==> config.mk <==
export PLATFORM = sky130hd
export DESIGN_NAME = div_unit
export DESIGN_NICKNAME = d
export VERILOG_FILES = /design/src/rtl/div_unit.sv
export SDC_FILE = /design/constraint.sdc
export NUM_CORES = 1
export LEC_CHECK = 0
export ABC_AREA = 1
export ABC_CLOCK_PERIOD_IN_PS = 3100
export CORE_MARGIN = 2
export CORE_UTILIZATION = 60
export CTS_BUF_LIST = sky130_fd_sc_hd__clkbuf_2 sky130_fd_sc_hd__clkbuf_4 sky130_fd_sc_hd__clkbuf_8
export CTS_CLUSTER_SIZE = 14
export DETAILED_ROUTE_END_ITERATION = 8
export PLACE_DENSITY = 0.83
export SYNTH_ARGS = -nofsm -noshare
export SYNTH_HDL_FRONTEND = slang
export SYNTH_SLANG_ARGS = --single-unit
==> constraint.sdc <==
create_clock -name clk -period 3.1 [get_ports clk]
set_input_delay 0.775 -clock clk [delete_from_list [all_inputs] [get_ports clk]]
set_output_delay 0.775 -clock clk [all_outputs]
set_load 0.005 [all_outputs]
==> src/rtl/div_unit.sv <==
// Iterative restoring divider for RV32M DIV/DIVU/REM/REMU: one quotient bit per cycle.
// Define DIV_FAST_SPECIAL_EN to resolve divide-by-zero and signed overflow straight from IDLE.
module div_unit #(
  parameter int XLEN = 32
) (
  input  logic            clk,
  input  logic            arst,
  input  logic            start,
  input  logic            kill,
  input  logic [1:0]      op,
  input  logic [XLEN-1:0] operand_a,
  input  logic [XLEN-1:0] operand_b,
  input  logic [4:0]      rd_in,
  output logic            busy,
  output logic            done,
  output logic [XLEN-1:0] result,
  output logic [4:0]      rd_out
);

  localparam int CW = (XLEN > 1) ? $clog2(XLEN) : 1;
  localparam logic [1:0] IDLE = 2'd0;
  localparam logic [1:0] CALC = 2'd1;
  localparam logic [1:0] FIX  = 2'd2;
  localparam logic [1:0] DONE = 2'd3;
  localparam logic [XLEN-1:0] MIN_NEG = {1'b1, {(XLEN-1){1'b0}}};

  logic [1:0]      state_reg;
  logic [CW-1:0]   cnt_reg;
  logic [1:0]      op_reg;
  logic [4:0]      rd_reg;
  logic [XLEN-1:0] quo_reg;
  logic [XLEN-1:0] rem_reg;
  logic [XLEN-1:0] dvs_reg;
  logic            neg_q_reg;
  logic            neg_r_reg;
  logic            special_reg;
  logic [XLEN-1:0] spec_res_reg;
  logic [XLEN-1:0] result_reg;
  logic [4:0]      rd_out_reg;

  logic            is_signed;
  logic            a_neg;
  logic            b_neg;
  logic [XLEN-1:0] mag_a;
  logic [XLEN-1:0] mag_b;
  logic            div_zero;
  logic            overflow;
  logic [XLEN-1:0] spec_val;
  logic [XLEN:0]   rem_shift;
  logic [XLEN:0]   diff;
  logic            take;
  logic [XLEN-1:0] q_fix;
  logic [XLEN-1:0] r_fix;
  logic [XLEN-1:0] fix_val;

  assign is_signed = ~op[0];
  assign a_neg     = is_signed & operand_a[XLEN-1];
  assign b_neg     = is_signed & operand_b[XLEN-1];
  assign mag_a     = a_neg ? ('0 - operand_a) : operand_a;
  assign mag_b     = b_neg ? ('0 - operand_b) : operand_b;
  assign div_zero  = (operand_b == '0);
  assign overflow  = is_signed & (operand_a == MIN_NEG) & (&operand_b);
  // Special results are fixed at issue time so they never depend on the iteration.
  assign spec_val  = div_zero ? (op[1] ? operand_a : '1) : (op[1] ? '0 : MIN_NEG);

  // A negative trial difference shows up in the extra top bit.
  assign rem_shift = {rem_reg, quo_reg[XLEN-1]};
  assign diff      = rem_shift - {1'b0, dvs_reg};
  assign take      = ~diff[XLEN];

  assign q_fix   = neg_q_reg ? ('0 - quo_reg) : quo_reg;
  assign r_fix   = neg_r_reg ? ('0 - rem_reg) : rem_reg;
  assign fix_val = special_reg ? spec_res_reg : (op_reg[1] ? r_fix : q_fix);

  always_ff @(posedge clk or negedge arst) begin
    if (!arst) begin
      state_reg    <= IDLE;
      cnt_reg      <= '0;
      op_reg       <= '0;
      rd_reg       <= '0;
      quo_reg      <= '0;
      rem_reg      <= '0;
      dvs_reg      <= '0;
      neg_q_reg    <= 1'b0;
      neg_r_reg    <= 1'b0;
      special_reg  <= 1'b0;
      spec_res_reg <= '0;
      result_reg   <= '0;
      rd_out_reg   <= '0;
    end else if (kill) begin
      state_reg <= IDLE;
      cnt_reg   <= '0;
    end else begin
      case (state_reg)
        IDLE: begin
          if (start) begin
            op_reg       <= op;
            rd_reg       <= rd_in;
            quo_reg      <= mag_a;
            dvs_reg      <= mag_b;
            rem_reg      <= '0;
            neg_q_reg    <= a_neg ^ b_neg;
            neg_r_reg    <= a_neg;
            special_reg  <= div_zero | overflow;
            spec_res_reg <= spec_val;
            cnt_reg      <= '0;
`ifdef DIV_FAST_SPECIAL_EN
            if (div_zero | overflow) begin
              result_reg <= spec_val;
              rd_out_reg <= rd_in;
              state_reg  <= DONE;
            end else begin
              state_reg  <= CALC;
            end
`else
            state_reg    <= CALC;
`endif
          end
        end
        CALC: begin
          quo_reg <= {quo_reg[XLEN-2:0], take};
          rem_reg <= take ? diff[XLEN-1:0] : rem_shift[XLEN-1:0];
          if (cnt_reg == CW'(XLEN-1)) begin
            cnt_reg   <= '0;
            state_reg <= FIX;
          end else begin
            cnt_reg   <= cnt_reg + 1'b1;
          end
        end
        FIX: begin
          result_reg <= fix_val;
          rd_out_reg <= rd_reg;
          state_reg  <= DONE;
        end
        default: state_reg <= IDLE;
      endcase
    end
  end

  assign busy   = (state_reg != IDLE);
  assign done   = (state_reg == DONE);
  assign result = result_reg;
  assign rd_out = rd_out_reg;

endmodule

==> impl_results.md, run 1 <==
* Final WL at 48400 um
* Setup TNS at 0 ns
* Critical path class: register to register
* CTS H-tree lvls at 4
* Required @ worst endpoint at around 3.5 ns
* Most frequent cells in the layout: nand2_1 (760), inv_1 (314), nand3_1 (263), nor2_1 (257), dfrtp_1 (181)
* CP endpoint kind: register
* Top cell type's share of synthesized area at 30.5%
* Critical path arrival at between 2 and 3 ns
* DRT Pass-1 Iters at 6
* Post-route antenna net violation count at 0
* Syn Area/Cell at between 6 and 7 sq um
* Die Wd at approximately 160 um
* Clk root buf: clkbuf_8
* Fin. max-slew vios at 0
* Largest net degree at the start of global routing at 69
* Initial Util at slightly above 60%
* Drt initial violations at about 2000
* FILL cells at roughly 2200
* Sequential share of the synthesized area at a little under a third
* Slew HR at about three fifths
* Skew-Pair Late Insertion Delay at roughly 0.5 ns
* Register bit count reported by yosys at 181
* First-pass GRT wire length at just under 80000 um
* Syn Std Cell Area at 0.0149 sq mm
* Total number of vias at approximately 16000
* Yosys warns at 0
* FF-to-FF path depth at 17
* Placement Rows at 57
* Area delta synth->final at 12.7%
* Minimum clock period at around 2.6 ns
* CTS Sinks at between 150 and 200
* Netlist cell types at 45
* Post-CTS Hold Buffers at 0
* Area leader, netlist: dfrtp_1
* Placed Area at between 0.015 and 0.02 sq mm
* R2r endpoint: rem_reg[11]
* CTS tree: built
* Worst r2r src: quo_reg[31]
* Gr usage total at between 30% and 40%
* Worst slew pin tran at 0.588 ns
* Post-synth net total at 2536
* Crit path to: rem_reg[11]
* Critical Path Start Type: register
* HP Class: primary input to asynchronous set/reset pin
* CTS resizes at 0
* Area contributors post-synth: dfrtp_1 (30%), nand2_1 (19%), nand3_1 (8.9%), inv_1 (7.9%), nor2_1 (6.5%)
* Max-cap violations at 0
* # diodes at 0
* Final instance area at about 0.017 sq mm
* PwrDens at between 700 and 800 mW/mm^2
* Syn Inst Count at between 2000 and 2500
* CTS Buffer Depth at 2
* Async SR Flop Fraction at 100%
* Core area at 0.0243 sq mm
* Clock Skew at roughly 0.034 ns
* Reg clk slew, reported paths at approximately 0.13 ns
* Final hold vios at 0
* EDFF count, synth at 0
* CTS buffer count at 17
* Crit share post-route at approximately 85%
* Die area at 0.0260 sq mm
* Final GP Congestion at between 0.9 and 1
* R2R setup slack at about 0.47 ns
* I/O Buffers at 113
* Register area at 0.00453 sq mm
* # DRC at 0
* Min Hold Slack at about 0.20 ns
* Initial antenna violation count at 1
* Status: finished clean
* Crit-path max FO at 27
* CP startpoint: quo_reg[31]
* RSZ-0062 raised after global routing: no
* Static Leak at 8.89 nW
* Max frequency at ~0.38 GHz
* Ys flop type: dfrtp_1
* Top Ports at around 110
* Total grt overflow at 0
* Finished Layout Cells at ~2800
* Setup Buffers After CTS at 0
* Area of the multi-input gates at between 0.008 and 0.009 sq mm
* Die Y at about 160 um
* HPWL after detailed placement at ~38000 um
* Vias in the first global route at 15076
* Vias/cell at approximately 5.8
* Most common cell after layout, fill and taps aside: nand2_1
* Max rail drop VDD at a little under 700 uV
* Layout cell share with drive strength beyond 1 at ~5%
* Final core occ at 68.9%
* Endpoints failing setup at 0
* NumNets Final at 2620
* Routed WL per cell at about 17 um
* Post-Place Cells at roughly 2800
[cell usage after synthesis, types with 15 or more instances]
cell and count:
nand2_1 762, inv_1 314, nand3_1 263, nor2_1 258
dfrtp_1 181, o21ai_0 161, a21oi_1 99, clkbuf_1 55
nand4_1 44, ha_1 43, o31ai_1 33, nor3_1 26
nand2_2 25, xor2_1 22, o211ai_1 17, xnor2_1 15
[cell type report]
| type | instances | area share [%] |
|---|---|---|
| Multi-Input combinational cell | 1828 | 52.3 |
| Sequential cell | 181 | 27.0 |
| Timing Repair Buffer | 145 | 8.35 |
| Inverter | 328 | 7.35 |
| Tap cell | 324 | 2.42 |
| Clock buffer | 17 | 1.40 |
| Clock inverter | 15 | 1.15 |
[power by group]
| group | switching (mW) | leakage (nW) | internal [mW] |
|---|---|---|---|
| Clock | 1.10 | 0.209 | 0.639 |
| Sequential | 0.535 | 2.36 | 3.09 |
| Combinational | 4.44 | 6.32 | 2.28 |
[kinds of logic after synthesis]
family	after synthesis	share of synthesized area, %
compound gates	334	12.5
simple gates	1413	40.4
buf+inv	408	10.7
xor+xnor	37	2.18
fa+ha+maj	44	3.75
flops	181	30.5
[worst min path at each step]
stage | from | endpoint | slack, ns | depth (start not counted)
6_report | arst | spec_res_reg[27] | 0.20 | 1
5_1_grt | arst | spec_res_reg[19] | 0.22 | 1
4_1_cts | arst | spec_res_reg[27] | 0.20 | 1
3_5_place_dp | rd_reg[0] | rd_reg[0] | 0.47 | 2
3_3_place_gp | rd_reg[0] | rd_out[0] | 0.45 | 2
2_1_floorplan | rd_reg[0] | rd_out[0] | 0.44 | 2
[per-stage QoR]
step	power, mW	setup slack [ns]
2_1_floorplan	7.81	0.898
4_1_cts	11.9	0.484
5_1_grt	13.0	0.306
6_report	12.1	0.471
3_5_place_dp	10.2	0.232
3_3_place_gp	10.0	0.237
[worst max-delay path, cell delays in order, from the launching register on]
cell and delay [ns]:
dfrtp_1 0.40, inv_1 0.11, ha_1 0.23, fa_1 0.40
inv_1 0.12, nand2_1 0.06, nand2_1 0.07, nand3_1 0.08
nand2_2 0.13, nand2_2 0.07, nand2_4 0.07, nand2_4 0.07
nand2_4 0.09, nand2_8 0.14, nand2_8 0.25, nand2_1 0.10
nand3_1 0.08, nand2_1 0.06
[metal layers]
metal | global-route usage, % | share of wire, %
met1 | 52.3 | 43
met2 | 57.8 | 44
met3 | 7.01 | 10
met4 | 13.6 | 3.4
met5 | 0 | 0.027
(Power assumes the default switching activity.)
==> run 2, diff against run 1 <==
- ABC_CLOCK_PERIOD_IN_PS: 3100 -> 2350
- CORE_UTILIZATION: 60 -> 56
- PLACE_DENSITY: 0.83 -> 0.81
- clock period: 3.1 -> 2.35 ns (I/O delays scaled with it)
==> impl_results.md, run 2 (same netlist as run 1, synthesis figures left out) <==
* Most frequent cells in the layout: nand2_1 (753), inv_1 (297), nand3_1 (251), nor2_1 (249), buf_4 (194) (was nand2_1 (760), inv_1 (314), nand3_1 (263), nor2_1 (257), dfrtp_1 (181))
* Worst-path cell chain: inv_2 -> ha_4 -> fa_2 -> inv_2 -> nand2_2 -> nand2_2 -> nand3_2 -> nand2_2 -> nand2_2 -> nand2_4 -> nand2_8 -> nand3_4 -> buf_6 -> clkbuf_16 -> nand3_1 -> nand3_1 -> nand2_1 (was inv_1 -> ha_1 -> fa_1 -> inv_1 -> nand2_1 -> nand2_1 -> nand3_1 -> nand2_2 -> nand2_2 -> nand2_4 -> nand2_4 -> nand2_4 -> nand2_8 -> nand2_8 -> nand2_1 -> nand3_1 -> nand2_1)
* Setup ws final at -0.0118 ns (was 0.471 ns)
* Clock Skew at 0.0272 ns (was 0.0341 ns)
* Failing checks: negative setup slack
* Die Y at 167 um (was 161 um)
* Sw frac at 48.9% (was 50.3%)
* Met3 routed WL at 5340 um (was 4920 um)
* First-pass GRT wire length at 80700 um (was 77400 um)
* Die area at 0.0279 sq mm (was 0.0260 sq mm)
* Area delta synth->final at 27.4% (was 12.7%)
* Crit-path slowest cell: fa_2 (was dfrtp_1)
* Area of the multi-input gates at 0.00922 sq mm (was 0.00875 sq mm)
* Worst slew pin tran at 0.530 ns (was 0.588 ns)
* Slew HR at 64.6% (was 60.5%)
* Setup TNS at -0.0118 ns (was 0 ns)
* CTS Buffer Depth at 2 (unchanged)
* Vias/cell at 5.74 (was 5.78)
* I/O Buffers at 113 (unchanged)
* Max-cap violations at 0 (unchanged)
* Vias in the first global route at 15633 (was 15076)
* Min Hold Slack at 0.481 ns (was 0.203 ns)
* Reg clk slew, reported paths at 0.11 ns (was 0.13 ns)
* Max rail drop VDD at 608 uV (was 675 uV)
* Top Metal Used: met4 (was met5)
* Met2 WL post-DR at 23300 um (was 21200 um)
* Layout cell share with drive strength beyond 1 at 14.4% (was 5.01%)
* Critical path arrival at 2.75 ns (was 2.99 ns)
* Largest net degree at the start of global routing at 58 (was 69)
* Endpoints failing setup at 1 (was 0)
* # DRC at 0 (unchanged)
* Final GP Congestion at 1.01 (was 0.997)
* Routed WL per cell at 17.2 um (was 17.1 um)
* Final WL at 52500 um (was 48400 um)
* CTS H-tree lvls at 4 (unchanged)
* DRT Pass-1 Iters at 6 (unchanged)
* Final core occ at 72.6% (was 68.9%)
* HPWL after detailed placement at 39500 um (was 37800 um)
* HP Class: register to register (was primary input to asynchronous set/reset pin)
* Initial antenna violation count at 1 (unchanged)
* Crit path max-delay family: simple AND/OR/NAND/NOR gates (unchanged)
* Drt initial violations at 1965 (was 2020)
* Static Leak at 10.0 nW (was 8.89 nW)
* CTS tree: built (unchanged)
* Final Total Pwr at 17.3 mW (was 12.1 mW)
* RSZ-0062 raised after global routing: yes (was no)
* Fin. max-slew vios at 0 (unchanged)
* Critical path class: register to register (unchanged)
* Register area at 0.00453 sq mm (about the same)
* Final instance area at 0.0189 sq mm (was 0.0167 sq mm)
* Combinational cell fraction of total power at 59.2% (was 55.6%)
* CTS buffer count at 17 (unchanged)
* # diodes at 0 (unchanged)
* Crit-path max FO at 6 (was 27)
* Post-route antenna net violation count at 0 (unchanged)
* Core area at 0.0261 sq mm (was 0.0243 sq mm)
* FILL cells at 2273 (was 2245)
* Placed Area at 0.0177 sq mm (was 0.0163 sq mm)
* Max stage delay on crit path at 0.40 ns (about the same)
* Total grt overflow at 0 (unchanged)
* Max frequency at 0.423 GHz (was 0.380 GHz)
* Top Ports at 114 (unchanged)
* Final hold vios at 0 (unchanged)
* Clk pwr share at 13.1% (was 14.4%)
* Sequential power share at 27.7% (was 30.0%)
* Most frequent CP cell: nand2_2 (was nand2_1)
* Crit share post-route at 101% (was 84.8%)
* CP endpoint kind: register (unchanged)
* NumNets Final at 2813 (was 2620)
* Required @ worst endpoint at 2.74 ns (was 3.46 ns)
* PwrDens at 914 mW/mm^2 (was 722 mW/mm^2)
* WL met1 at 22000 um (was 20600 um)
* Skew-Pair Late Insertion Delay at 0.50 ns (about the same)
* Switch Pwr at 8.47 mW (was 6.08 mW)
* Placement Rows at 59 (was 57)
* Critical Path Start Type: register (unchanged)
* Total number of vias at 17469 (was 16412)
* Most common cell after layout, fill and taps aside: nand2_1 (unchanged)
* Gr usage total at 36.0% (was 37.3%)
* Minimum clock period at 2.36 ns (was 2.63 ns)
* Initial Util at 57.0% (was 61.1%)
* Die Wd at 167 um (was 161 um)
* Clk root buf: clkbuf_8 (unchanged)
* CTS Sinks at 181 (unchanged)
* Internal at 8.83 mW (was 6.01 mW)
* Status: complete, but fails checks (was finished clean)
* CP bufs+invs at 4 (was 2)
run 2: metal layers:
layer | up-vias | GRT usage, %
met5 | - | 0
met1 | 8024 | 51.8
met2 | 975 | 56.6
met4 | 0 | 10.5
met3 | 137 | 5.25
li1 | 8333 | -
run 2: final timing paths:
kind                       slack, ns  depth (start not counted)          endpoint        start
max                            -0.01                         17       rem_reg[17]  quo_reg[31]
min                             0.48                          2         rd_out[3]    rd_reg[3]
max reg2reg                    -0.01                         17       rem_reg[17]  quo_reg[31]
min reg2reg                     0.48                          2         rd_out[3]    rd_reg[3]
max in group asynchronous       1.07                          3        rem_reg[3]         arst
min in group asynchronous       0.57                          2  spec_res_reg[20]         arst
run 2: area by class of cell:
class | instances | area share, %
tap | 335 | 2.21
clock buffer | 17 | 1.24
clock inverter | 15 | 0.925
timing repair buffer | 334 | 16.5
inverter | 328 | 6.50
sequential | 181 | 23.9
multi-input combinational | 1832 | 48.7
run 2: power groups by stage:
stage / logic (mW) / registers [mW] / clock network, mW
floorplan: 5.66 / 4.64 / 0
global placement: 9.22 / 4.77 / 0
detailed placement: 9.40 / 4.81 / 0
CTS: 9.55 / 4.75 / 2.27
global route: 11.2 / 4.90 / 2.40
finish: 10.2 / 4.79 / 2.26
run 2: per-stage QoR:
step           setup slack [ns]  instances
6_report                -0.0118       3042
5_1_grt                 -0.0936       3042
4_1_cts                 0.00423       3021
3_5_place_dp             -0.214       2980
3_3_place_gp             -0.180       2980
2_1_floorplan             0.148       2417
run 2: timing repair:
item,CTS,global route
hold buffers,1,0
endpoints found under the setup margin,30,35
buffers inserted,6,15
pin swaps,2,34
endpoints found under the hold margin,3,0
resized for setup,12,84
cloned,2,7
run 2: tightest hold or removal path, cell delays in order, from the launching register on:
cell	delay, ns
dfrtp_1	0.36
nand2_1	0.06
nand2_1	0.05
